--- config.mk ---
export PLATFORM = sky130hd
export DESIGN_NAME = uart_tx
export DESIGN_NICKNAME = d
export VERILOG_FILES = /design/src/rtl/uart_pkg.sv /design/src/rtl/uart_tx.sv
export SDC_FILE = /design/constraint.sdc
export NUM_CORES = 1
export LEC_CHECK = 0
export ABC_AREA = 1
export CAP_MARGIN = 20
export CORE_MARGIN = 1.5
export CORE_UTILIZATION = 61
export CTS_BUF_LIST = sky130_fd_sc_hd__clkbuf_8
export CTS_CLUSTER_DIAMETER = 150
export DETAILED_ROUTE_END_ITERATION = 8
export PLACE_DENSITY = 0.87
export SYNTH_ARGS = -nofsm -noshare
export SYNTH_HDL_FRONTEND = slang
export SYNTH_SLANG_ARGS = --single-unit
--- constraint.sdc ---
create_clock -name clock -period 3.2 [get_ports clock]
set_input_delay 0.64 -clock clock [delete_from_list [all_inputs] [get_ports clock]]
set_output_delay 0.64 -clock clock [all_outputs]
set_load 0.1 [all_outputs]
--- src/rtl/uart_pkg.sv ---
// uart_pkg: shared types and constants for the UART transmit path.
//
// Contents:
//   uart_tx_state_t - transmitter FSM state encoding
//   UartDataBits    - default data bits per frame (matches TX FIFO width)
//   UartDivWidth    - default width of the baud divisor
//
// Optional feature macro: UART_TX_PARITY_EN adds the PARITY state.
package uart_pkg;

    localparam int UartDataBits = 8;
    localparam int UartDivWidth = 16;

    typedef enum logic [2:0] {
        IDLE,
        POP,
        LOAD,
        START,
        DATA,
`ifdef UART_TX_PARITY_EN
        PARITY,
`endif
        STOP
    } uart_tx_state_t;

endpackage

--- src/rtl/uart_tx.sv ---
// uart_tx: UART transmit serializer.
//
// Drains the TX FIFO one byte per frame and drives the serial line with a
// start bit, DATA_BITS data bits (LSB first), optional parity and 1 or 2
// stop bits. One bit time is div+1 clocks; div and nstop are latched when
// the byte is loaded, so mid-frame changes only affect the next frame.
//
// Ports:
//   clock        - system clock, rising edge
//   reset        - synchronous active-high reset
//   tx_en        - transmitter enable; checked only between frames
//   nstop        - 0 = one stop bit, 1 = two stop bits
//   div          - baud divisor, bit time = div+1 clocks
//   fifo_empty   - TX FIFO empty flag (only looked at in IDLE)
//   fifo_rd_data - FIFO read data, valid the cycle after fifo_rd_en
//   parity_en    - (UART_TX_PARITY_EN only) insert a parity bit
//   parity_odd   - (UART_TX_PARITY_EN only) odd instead of even parity
//   fifo_rd_en   - single-cycle FIFO pop strobe (registered)
//   txd          - serial output, idles high (registered)
//   busy         - high from the pop until the end of the stop bit(s)
//
// Optional feature macro: UART_TX_PARITY_EN.
module uart_tx
    import uart_pkg::*;
#(
    parameter int DATA_BITS = UartDataBits,
    parameter int DIV_WIDTH = UartDivWidth
) (
    input  logic                 clock,
    input  logic                 reset,
    input  logic                 tx_en,
    input  logic                 nstop,
    input  logic [DIV_WIDTH-1:0] div,
    input  logic                 fifo_empty,
    input  logic [DATA_BITS-1:0] fifo_rd_data,
`ifdef UART_TX_PARITY_EN
    input  logic                 parity_en,
    input  logic                 parity_odd,
`endif
    output logic                 fifo_rd_en,
    output logic                 txd,
    output logic                 busy
);

    localparam int IDX_W = (DATA_BITS > 1) ? $clog2(DATA_BITS) : 1;
    localparam logic [IDX_W-1:0] LAST_IDX = IDX_W'(DATA_BITS - 1);

    uart_tx_state_t       state_reg;
    logic [DIV_WIDTH-1:0] cnt_reg;
    logic [DIV_WIDTH-1:0] div_reg;
    logic                 nstop_reg;
    logic                 stop2_reg;      // first stop bit done, sending second
    logic [DATA_BITS-1:0] shift_reg;
    logic [DATA_BITS-1:0] shift_next;
    logic [IDX_W-1:0]     bit_idx_reg;
    logic                 txd_reg;
    logic                 rd_en_reg;
    logic                 busy_reg;
    logic                 tick;
`ifdef UART_TX_PARITY_EN
    logic                 parity_en_reg;
    logic                 parity_bit_reg;
`endif

    // End of the current bit time.
    assign tick       = (cnt_reg == div_reg);
    assign shift_next = shift_reg >> 1;

    // Outputs are flops: each register is loaded with the value that belongs
    // to the state being entered, so pin timing lines up with state_reg.
    always_ff @(posedge clock) begin
        if (reset) begin
            state_reg      <= IDLE;
            cnt_reg        <= '0;
            div_reg        <= '0;
            nstop_reg      <= 1'b0;
            stop2_reg      <= 1'b0;
            shift_reg      <= '0;
            bit_idx_reg    <= '0;
            txd_reg        <= 1'b1;
            rd_en_reg      <= 1'b0;
            busy_reg       <= 1'b0;
`ifdef UART_TX_PARITY_EN
            parity_en_reg  <= 1'b0;
            parity_bit_reg <= 1'b0;
`endif
        end else begin
            rd_en_reg <= 1'b0;
            // Free-running bit-time counter; held at zero outside the frame.
            cnt_reg   <= tick ? '0 : cnt_reg + DIV_WIDTH'(1);

            case (state_reg)
                IDLE: begin
                    cnt_reg  <= '0;
                    txd_reg  <= 1'b1;
                    busy_reg <= 1'b0;
                    if (tx_en && !fifo_empty) begin
                        state_reg <= POP;
                        rd_en_reg <= 1'b1;
                        busy_reg  <= 1'b1;
                    end
                end

                POP: begin
                    cnt_reg   <= '0;
                    state_reg <= LOAD;
                end

                LOAD: begin
                    cnt_reg        <= '0;
                    shift_reg      <= fifo_rd_data;
                    div_reg        <= div;
                    nstop_reg      <= nstop;
                    stop2_reg      <= 1'b0;
                    bit_idx_reg    <= '0;
`ifdef UART_TX_PARITY_EN
                    parity_en_reg  <= parity_en;
                    parity_bit_reg <= (^fifo_rd_data) ^ parity_odd;
`endif
                    txd_reg        <= 1'b0;
                    state_reg      <= START;
                end

                START: begin
                    if (tick) begin
                        txd_reg   <= shift_reg[0];
                        state_reg <= DATA;
                    end
                end

                DATA: begin
                    if (tick) begin
                        if (bit_idx_reg == LAST_IDX) begin
`ifdef UART_TX_PARITY_EN
                            if (parity_en_reg) begin
                                txd_reg   <= parity_bit_reg;
                                state_reg <= PARITY;
                            end else begin
                                txd_reg   <= 1'b1;
                                state_reg <= STOP;
                            end
`else
                            txd_reg   <= 1'b1;
                            state_reg <= STOP;
`endif
                        end else begin
                            shift_reg   <= shift_next;
                            txd_reg     <= shift_next[0];
                            bit_idx_reg <= bit_idx_reg + IDX_W'(1);
                        end
                    end
                end

`ifdef UART_TX_PARITY_EN
                PARITY: begin
                    if (tick) begin
                        txd_reg   <= 1'b1;
                        state_reg <= STOP;
                    end
                end
`endif

                STOP: begin
                    txd_reg <= 1'b1;
                    if (tick) begin
                        if (nstop_reg && !stop2_reg) begin
                            stop2_reg <= 1'b1;
                        end else begin
                            busy_reg  <= 1'b0;
                            state_reg <= IDLE;
                        end
                    end
                end

                default: begin
                    txd_reg   <= 1'b1;
                    busy_reg  <= 1'b0;
                    state_reg <= IDLE;
                end
            endcase
        end
    end

    assign fifo_rd_en = rd_en_reg;
    assign txd        = txd_reg;
    assign busy       = busy_reg;

endmodule

==> flow_metrics.tcl <==
set metrics [dict create \
    outcome "finished clean" \
    worst_ep_required_time_ns 3.45 \
    holdPathStages 2 \
    area_delta_synth_final_pct 16.5 \
    worstPathArrival_ns 2.13 \
    viasPerCell 4.99 \
    gp_congestion 0.926 \
    final_cell_area_mm2 0.00287 \
    grt_pass1_vias 2162 \
    rsz0062_at_grt "false" \
    maxCapViolCount 0 \
    cts_setup_buffers 0 \
    powerDensity_mw_per_mm2 737 \
    synth_area_leaders "dfxtp_1 (41%), nand2_1 (16%), nor2_1 (8.5%)" \
    wl_per_cell_um 10.9 \
    overflow 0 \
    dp.final_hpwl_um 3540 \
    startpoint "state_reg[2]" \
    fin_tns_setup_ns 0 \
    cts-root-buf "clkbuf_8" \
    slew_headroom 0.661 \
    syn_nets 406 \
    skew_ns 0.00915 \
    slew_violations 0 \
    p_comb_frac 0.413 \
    place_area_mm2 0.00279 \
    antenna_found_initial 0 \
    crit_type "register to register" \
    critical_path_peak_fanout 36 \
    die_y_um 66.6 \
    synth.distinct_cells 27 \
    dp_cells 444 \
    finalNonFillerCells 452 \
    netlist_area_mm2 0.00246 \
    worstMarginPinSlew_ns 0.508 \
    clk_pin_slew_ns 0.09 \
    ir_drop_mv 0.484 \
    power.total_mw 2.11 \
    design.core.area_mm2 0.00377 \
    p_seq_frac 0.417 \
    final_layout_size_suffix_gt1_frac 0.0817 \
    fmax_mhz 531 \
    power.leakage_nw 1.21 \
    vias 2257 \
    setup.worst_path.start_class "register" \
    power.clock.fraction 0.170 \
    grt_pass1_wl_um 8490 \
    reg2reg_from "state_reg[2]" \
    numCtsBuffers 5 \
    start_util 0.653 \
    synth-seq-area-share 0.414 \
    finish.utilization 0.761 \
    fin_crit_sh 0.588 \
    antenna_cells 0 \
    cts_buffer_depth 2 \
    place_ws_ns 1.19 \
    htreeDepth 2 \
    worstHoldStart "stop2_reg" \
    ant_nets 0 \
    design.die.area_mm2 0.00443 \
    ys.warnings.count 0 \
    track_usage 0.250 \
    route.detailed.drc 0 \
    yosys.area.top_type "dfxtp_1" \
    holdWs_ns 0.452 \
    fin_crit_ns 1.88 \
    end_kind "register" \
    drt_first_pass_iters 4 \
    synth.top_cell.area_share 0.414 \
    row_count 22 \
    pin_count 32 \
    setup_viol 0 \
    ys_ff_latch 51 \
    routed_wl_um 4920 \
    ctsResizeCount 0 \
    cts_tree "done" \
    switching_power_mw 0.877 \
    nets 435 \
    portBuffers 31 \
    die_width_um 66.6 \
    drt_iter0_drc 127 \
    grt_start_max_net_pins 37 \
    rr_worst_depth 10 \
    p_sw_frac 0.415 \
    postCtsHoldBufs 0 \
    fin_ws_ns 1.32 \
    clock_latency_ns 0.31 \
    synth_cells 374 \
    synth.avg_cell_area_um2 6.59 \
    hp-class "register to register" \
    cts_sinks 51 \
    p_int_mw 1.24 \
    hold_violations 0 \
]
==> layout by cell type, fill, tap and decap left out <==
master and instances:
buf_4 4, o22ai_1 1, nand2_2 3, nand2_1 106
nand4_1 4, a31oi_1 1, o21ai_2 1, ha_1 3
clkdlybuf4s50_1 28, nand3_1 7, clkbuf_8 5, clkinv_2 4
o21ai_0 30, nor3b_1 5, xor2_1 5, nor3_1 6
nand4_2 1, o21ai_1 1, nor2_2 3, inv_1 41
a21oi_1 26, dfxtp_1 51, nor4_2 1, inv_2 10
nor2_1 56, nand2_4 1
==> worst max-delay path, stage by stage (launching register included) <==
cell      delay (ns)
dfxtp_1         0.46
nor2_1          0.11
inv_2           0.07
nor2_2          0.06
inv_2           0.39
o21ai_2         0.14
nand2_4         0.15
clkinv_2        0.17
nand2_1         0.10
nand2_1         0.05
nor2_1          0.10
==> layout make-up <==
class	instances	area, um2
clock inverter	3	15.0
sequential	51	1020
timing repair buffer	32	310
clock buffer	5	68.8
fill	301	902
inverter	52	196
multi-input combinational	261	1200
tap	48	60.1
==> worst paths after layout <==
check / to / slack [ns]
max: bit_idx_reg[2] / 1.32
min: stop2_reg / 0.45
min reg2reg: stop2_reg / 0.45
max reg2reg: bit_idx_reg[2] / 1.32
==> cell usage after synthesis (all sizes together) <==
master,instances
a21oi,26
nor4,1
o22ai,1
buf,5
nor3b,5
nand3,7
nor3,6
ha,3
clkinv,1
inv,51
xor2,5
clkbuf,5
nor2,59
o21ai,32
nand2,110
a31oi,1
nand4,5
dfxtp,51
==> cells by family after synthesis <==
group	synth area share
xor gates and xnor gates	0.0178
adders and majority gates	0.0152
AOI/OAI and AO/OA	0.124
buffers and inverters	0.0995
and+or+nand+nor	0.329
DFF	0.414
==> power by group through the flow <==
stage	clock [mW]	combinational (mW)	sequential (mW)
after detailed placement	0	0.870	0.897
after floorplan	0	0.663	0.927
after global routing	0.393	0.999	0.906
after global placement	0	0.845	0.892
final	0.359	0.873	0.882
after CTS	0.368	0.876	0.882
==> routing by layer <==
metal	up-vias	GRT usage	wire [um]
met5	-	0	0
met4	0	0.0918	72
met3	9	0.0574	157
met2	37	0.473	2510
met1	988	0.267	2180
li1	1223	-	-
Power figures use the tool's default switching activity.
==> edit 1, RTL diff (config.mk and constraints unchanged) <==
Reset style: asynchronous (`reset`), changed in one clocked block. Comments in the files are not updated.
--- a/src/rtl/uart_tx.sv
+++ b/src/rtl/uart_tx.sv
@@ -68,7 +68,7 @@
 
     // Outputs are flops: each register is loaded with the value that belongs
     // to the state being entered, so pin timing lines up with state_reg.
-    always_ff @(posedge clock) begin
+    always_ff @(posedge clock or posedge reset) begin
         if (reset) begin
             state_reg      <= IDLE;
             cnt_reg        <= '0;
Check against the original RTL: differs if reset is asserted again (counterexample within 4 cycles, from zero or initial values and one cycle with reset high); with reset held inactive, the same outputs for 10 cycles.
==> edit 1 against the original RTL <==
- first-iteration DRC count grew 44%
- count of clock-buffer cells in the layout grew 1
- wire length grew 13%
- setup slack lost 0.22 ns
- total power grew 20%
- synthesized area grew 11%
- critical path depth shrank 4
- cell count grew 3.8%
- clock skew grew 0.0015 ns
- design area grew 11%
- via count grew 7.0%
- clock power grew 31%
- combinational power grew 20%
- sequential cell count is the same
==> edit 1: results (changes against the original RTL) <==
CTS
  – Clock buffer count from CTS: 5 (unchanged)
  – Maximum clock path buffer count: 2 (unchanged)
  – Clock transition at path regs: 0.09 ns (about the same)
  – Clock latency on the worst-skew pair: 0.31 ns (about the same)
  – Post_cts resized: 0 (unchanged)
  – Setup bufs post-CTS: 0 (unchanged)
  – Root Buffer Master: clkbuf_8

Logic synthesis
  – Syn_nets: 416 (+2.5%)
  – Unique cell type count in the Yosys netlist: 25 (-7.4%)
  – Cells after Synth: 384 (+2.7%)
  – Seq/Total Area, Yosys: 46.71% (+5.3 points)
  – Top cells by count, synth: nand2_1, dfrtp_1, inv_1
  – Post-synth ARST share: 100.0% (+100 points)
  – Top cells by area, synth: dfrtp_1, nand2_1, inv_1, nor2_1, nand3_1
  – Yosys warning total: 0 (unchanged)

Global route
  – Vias in the first global route: 2,395 (+11%)
  – Initial antenna violation count: 0 (unchanged)
  – Tot GR Track Use: 24.95% (-0.064 points)
  – Pin count of the biggest net entering global routing: 34 (-8.1%)
  – First-pass GRT wire length: 9991 um (+18%)

Placement
  – Cell Area, Placed: 3064 um2 (+10%)
  – Number of buffers added on ports: 31 (unchanged)
  – Dpl cells: 461 (+3.8%)
  – GP Congestion: 0.9124 (-1.5%)
  – Hpwl dp: 3976 um (+12%)

Cells and area
  – Nets: 448 (+3.0%)
  – Final Non-Filler Cells: 469 (+3.8%)
  – Fillers: 339 (+13%)
  – Share of cells above drive strength 1: 7.194% (-0.97 points)
  – Ant diodes: 0 (unchanged)

Min path
  – Worst Hold End: txd
  – Worst hold path type: flip-flop to flip-flop
  – Worst hold path stage count: 2 (unchanged)
  – Hold_sp: txd

Route
  – Initial DRC Count: 183 (+44%)
  – Vias: 2,415 (+7.0%)
  – DR WL/cell: 11.89 um (+9.3%)
  – DRT antenna net count: 0 (unchanged)
  – Drt first pass iters: 4 (unchanged)

Timing
  – Max-slew headroom: 43.81% (-22 points)
  – Worst Skew: 0.01069 ns (+0.001535 ns)
  – Worst Hold Slack: 0.4723 ns (+0.02059 ns)

Pwr
  – Pleak: 1.643 nW (+36%)
  – VDD IR max: 0.0007061 V (+46%)

Critical path
  – Worst r2r dst: shift_reg[4]
  – Worst-path fanout max: 16 (-56%)
  – R2R cell count: 6 (-4)
  – FF-to-FF Start: state_reg[1]
  – R2R Setup Slk: 1.10 ns (-0.22 ns)

Run status
  – Status: finished clean
## edit 1: per-stage QoR
step	utilization, %	setup WS [ns]
after floorplan	-	1.332
after global placement	70.86	1.266
after detailed placement	70.86	1.126
after CTS	73.58	1.115
after global routing	73.58	0.8800
final	73.58	1.099
## edit 1: layout make-up
type | instances | area share, %
multi-input combinational | 275 | 38.22
sequential | 51 | 40.15
inverter | 50 | 5.899
timing repair buffer | 33 | 9.988
clock inverter | 2 | 1.101
clock buffer | 6 | 2.595
tap | 52 | 2.045
## edit 1: logic make-up (layout without fill, tap and decap cells)
kind of cell               after synthesis  count (layout)  synth area share (%)
buffers and inverters                   58              91                 8.829
DFF                                     51              51                 46.71
xor gates and xnor gates                 8               8                 2.562
adders and majority gates                3               3                 1.373
AOI/OAI and AO/OA                       25              25                 4.712
and+or+nand+nor                        239             239                 35.82
## edit 1: how the worst max path moves through the flow
stage	start	end	slack, ns	cells after the start
finish	state_reg[1]	shift_reg[4]	1.10	6
CTS	state_reg[1]	shift_reg[4]	1.11	6
global route	state_reg[1]	shift_reg[4]	0.88	6
detailed placement	state_reg[1]	shift_reg[4]	1.13	6
global placement	state_reg[1]	bit_idx_reg[1]	1.27	6
floorplan	reset	bit_idx_reg[0]	1.33	1
## edit 1: critical path, stage by stage, from the launching register on
cell and delay, ns:
dfrtp_1 0.48, nor2_2 0.21, nand2_2 0.21, o21ai_1 0.64, nand2_2 0.29, nand2_1 0.12
nand2_1 0.05
## edit 1: report_power, final
part           switching [W]  total, W  internal, W
combinational       0.000713   0.00105     0.000340
clock               0.000216  0.000469     0.000253
sequential          0.000155   0.00102     0.000865
total                0.00108   0.00254      0.00146
## edit 1: routing by layer
metal	part of all wire [%]	routed length [um]	global-route usage, %
met2	50	2794	44.87
met3	4.1	229	3.463
met4	2.4	136	9.615
met1	43	2418	30.19
met5	0	0	0
==> edit 2, RTL diff (same settings) <==
Made on the original files. Build with the macro `UART_TX_PARITY_EN` defined.
--- a/src/rtl/uart_pkg.sv
+++ b/src/rtl/uart_pkg.sv
@@ -6,6 +6,8 @@
 //   UartDivWidth    - default width of the baud divisor
 //
 // Optional feature macro: UART_TX_PARITY_EN adds the PARITY state.
+`define UART_TX_PARITY_EN
+
 package uart_pkg;
 
     localparam int UartDataBits = 8;
Ports: changed (added parity_en and parity_odd); port bits go from 32 to 34. No check against the original RTL was run, so the function may have changed too.
==> edit 2 against the original RTL <==
- wire length rose by 12%
- setup slack worse by 0.12 ns
- design area increased by 7.2%
- synthesized area increased by 7.5%
- total power rose by 0.64%
- combinational power shrank 2%
- sequential cell count is 2 higher
- sequential power is 1% higher
- count of clock-buffer cells in the layout increased by 1
- via count grew 9.6%
- critical path type unchanged
- critical endpoint is now bit_idx_reg[1]
- highest routed layer unchanged
==> edit 2: results (changes against the original RTL) <==
Logic synthesis
  – Yosys warning total: 0 (unchanged)
  – Top cells by count, synth: nand2_1, nor2_1, dfxtp_1
  – Syn_nets: 439 (+8.1%)
  – Post-synth ARST share: 0% (unchanged)
  – Unique cell type count in the Yosys netlist: 31 (+15%)
  – Top cells by area, synth: dfxtp_1, nand2_1, nor2_1, a21oi_1, o21ai_0
  – Seq/Total Area, Yosys: 40.08% (-1.4 points)

Global route
  – First-pass GRT wire length: 8811 um (+3.7%)
  – Tot GR Track Use: 24.63% (-0.39 points)
  – Pin count of the biggest net entering global routing: 41 (+11%)
  – Initial antenna violation count: 0 (unchanged)
  – Vias in the first global route: 2,169 (+0.32%)

Min path
  – Hold_sp: stop2_reg
  – Worst hold path type: flip-flop to flip-flop
  – Worst hold path stage count: 2 (unchanged)
  – Worst Hold End: stop2_reg

Critical path
  – FF-to-FF Start: state_reg[2]
  – R2R Setup Slk: 1.20 ns (-0.12 ns)
  – Worst-path fanout max: 40 (+11%)
  – Worst r2r dst: bit_idx_reg[1]
  – R2R cell count: 9 (-1)

Cells and area
  – Util after Layout: 75.26% (-0.82 points)
  – Share of cells above drive strength 1: 5.734% (-2.4 points)
  – Ant diodes: 0 (unchanged)
  – Fillers: 365 (+21%)
  – Nets: 470 (+8.0%)

CTS
  – Root Buffer Master: clkbuf_8
  – Setup bufs post-CTS: 0 (unchanged)
  – Clock buffer count from CTS: 5 (unchanged)
  – Clock transition at path regs: 0.09 ns (about the same)
  – Post_cts resized: 0 (unchanged)
  – Clock latency on the worst-skew pair: 0.30 ns
  – Maximum clock path buffer count: 2 (unchanged)
  – H-tree depth: 2 (unchanged)

Pwr
  – Pleak: 1.296 nW (+7.5%)
  – VDD IR max: 0.0004791 V (-0.91%)

Placement
  – GP Congestion: 0.8805 (-4.9%)
  – Hpwl dp: 4054 um (+14%)
  – Cell Area, Placed: 2989 um2 (+7.3%)
  – Number of buffers added on ports: 33 (+6.5%)

Run status
  – Status: finished clean

Route
  – Drt first pass iters: 4 (unchanged)
  – Vias: 2,474 (+9.6%)
  – DR WL/cell: 11.37 um (+4.5%)
  – Initial DRC Count: 190 (+50%)

Timing
  – Max-slew headroom: 62.30% (-3.8 points)
  – Worst Skew: 0.004557 ns (-0.004594 ns)

Flow run
  – Max cap viols: 0 (unchanged)
-- edit 2: cell types whose count changed after synthesis, moves of 2 or more --
cell and change:
a211oi_1 +2, a21oi_1 +10, buf_4 +2, dfxtp_1 +2, inv_1 +5, inv_2 -5, nand2_1 +12, nor3_1 -3
nor3b_1 -3, o21ai_0 +6, xnor2_1 +4
-- edit 2: area by class of cell --
class                   count  share of cell area, %
multi-input cells         289                  43.29
repair buffers             35                  10.98
clock inverters             1                 0.1221
well taps                  50                  2.034
inverters                  52                  6.387
clock buffers               6                  2.685
flip-flops and latches     53                  34.50
-- edit 2: worst max path at each step --
stage,to,cells past startpoint,slack [ns],from
global placement,cnt_reg[9],4,1.14,reset
finish,bit_idx_reg[1],9,1.20,state_reg[2]
detailed placement,cnt_reg[9],4,1.12,reset
global route,bit_idx_reg[1],9,0.99,state_reg[2]
floorplan,busy,0,1.64,busy
CTS,bit_idx_reg[1],9,1.20,state_reg[2]
-- edit 2: metrics by stage --
| stage | setup WS, ns | hold WS, ns | instances |
|---|---|---|---|
| 2_1_floorplan | 1.635 | 0.4268 | 405 |
| 3_3_place_gp | 1.137 | 0.4329 | 479 |
| 3_5_place_dp | 1.124 | 0.4380 | 479 |
| 4_1_cts | 1.201 | 0.4514 | 486 |
| 5_1_grt | 0.9915 | 0.4855 | 486 |
| 6_report | 1.199 | 0.4512 | 486 |
-- edit 2: where the power goes --
part	total (W)	switching (W)	internal, W
sequential	0.000894	0.0000918	0.000802
clock	0.000378	0.000209	0.000169
combinational	0.000856	0.000559	0.000297
-- edit 2: logic make-up (layout without fill, tap and decap cells) --
group,count (synthesis),count (layout),synth area share [%]
fa+ha+maj,3,3,1.418
buf+inv,63,94,9.641
xor+xnor,8,8,2.646
compound gates,77,77,15.03
flops,53,53,40.08
simple gates,201,201,31.19
-- edit 2: routing by layer --
metal,GRT usage (%),vias to the layer above,share of wire [%]
met2,46.27,46,50
met5,0,-,0
met4,8.333,0,1.3
met1,27.46,1086,45
li1,-,1335,-
met3,4.870,7,3.7
-- edit 2: worst max-delay path, stage by stage, from the launching register on --
cell	delay [ns]
dfxtp_1	0.49
inv_1	0.19
nand2_1	0.11
buf_4	0.34
o21ai_0	0.23
nand2_4	0.17
clkinv_2	0.17
nand2_1	0.10
nand2_1	0.05
nor2_1	0.10
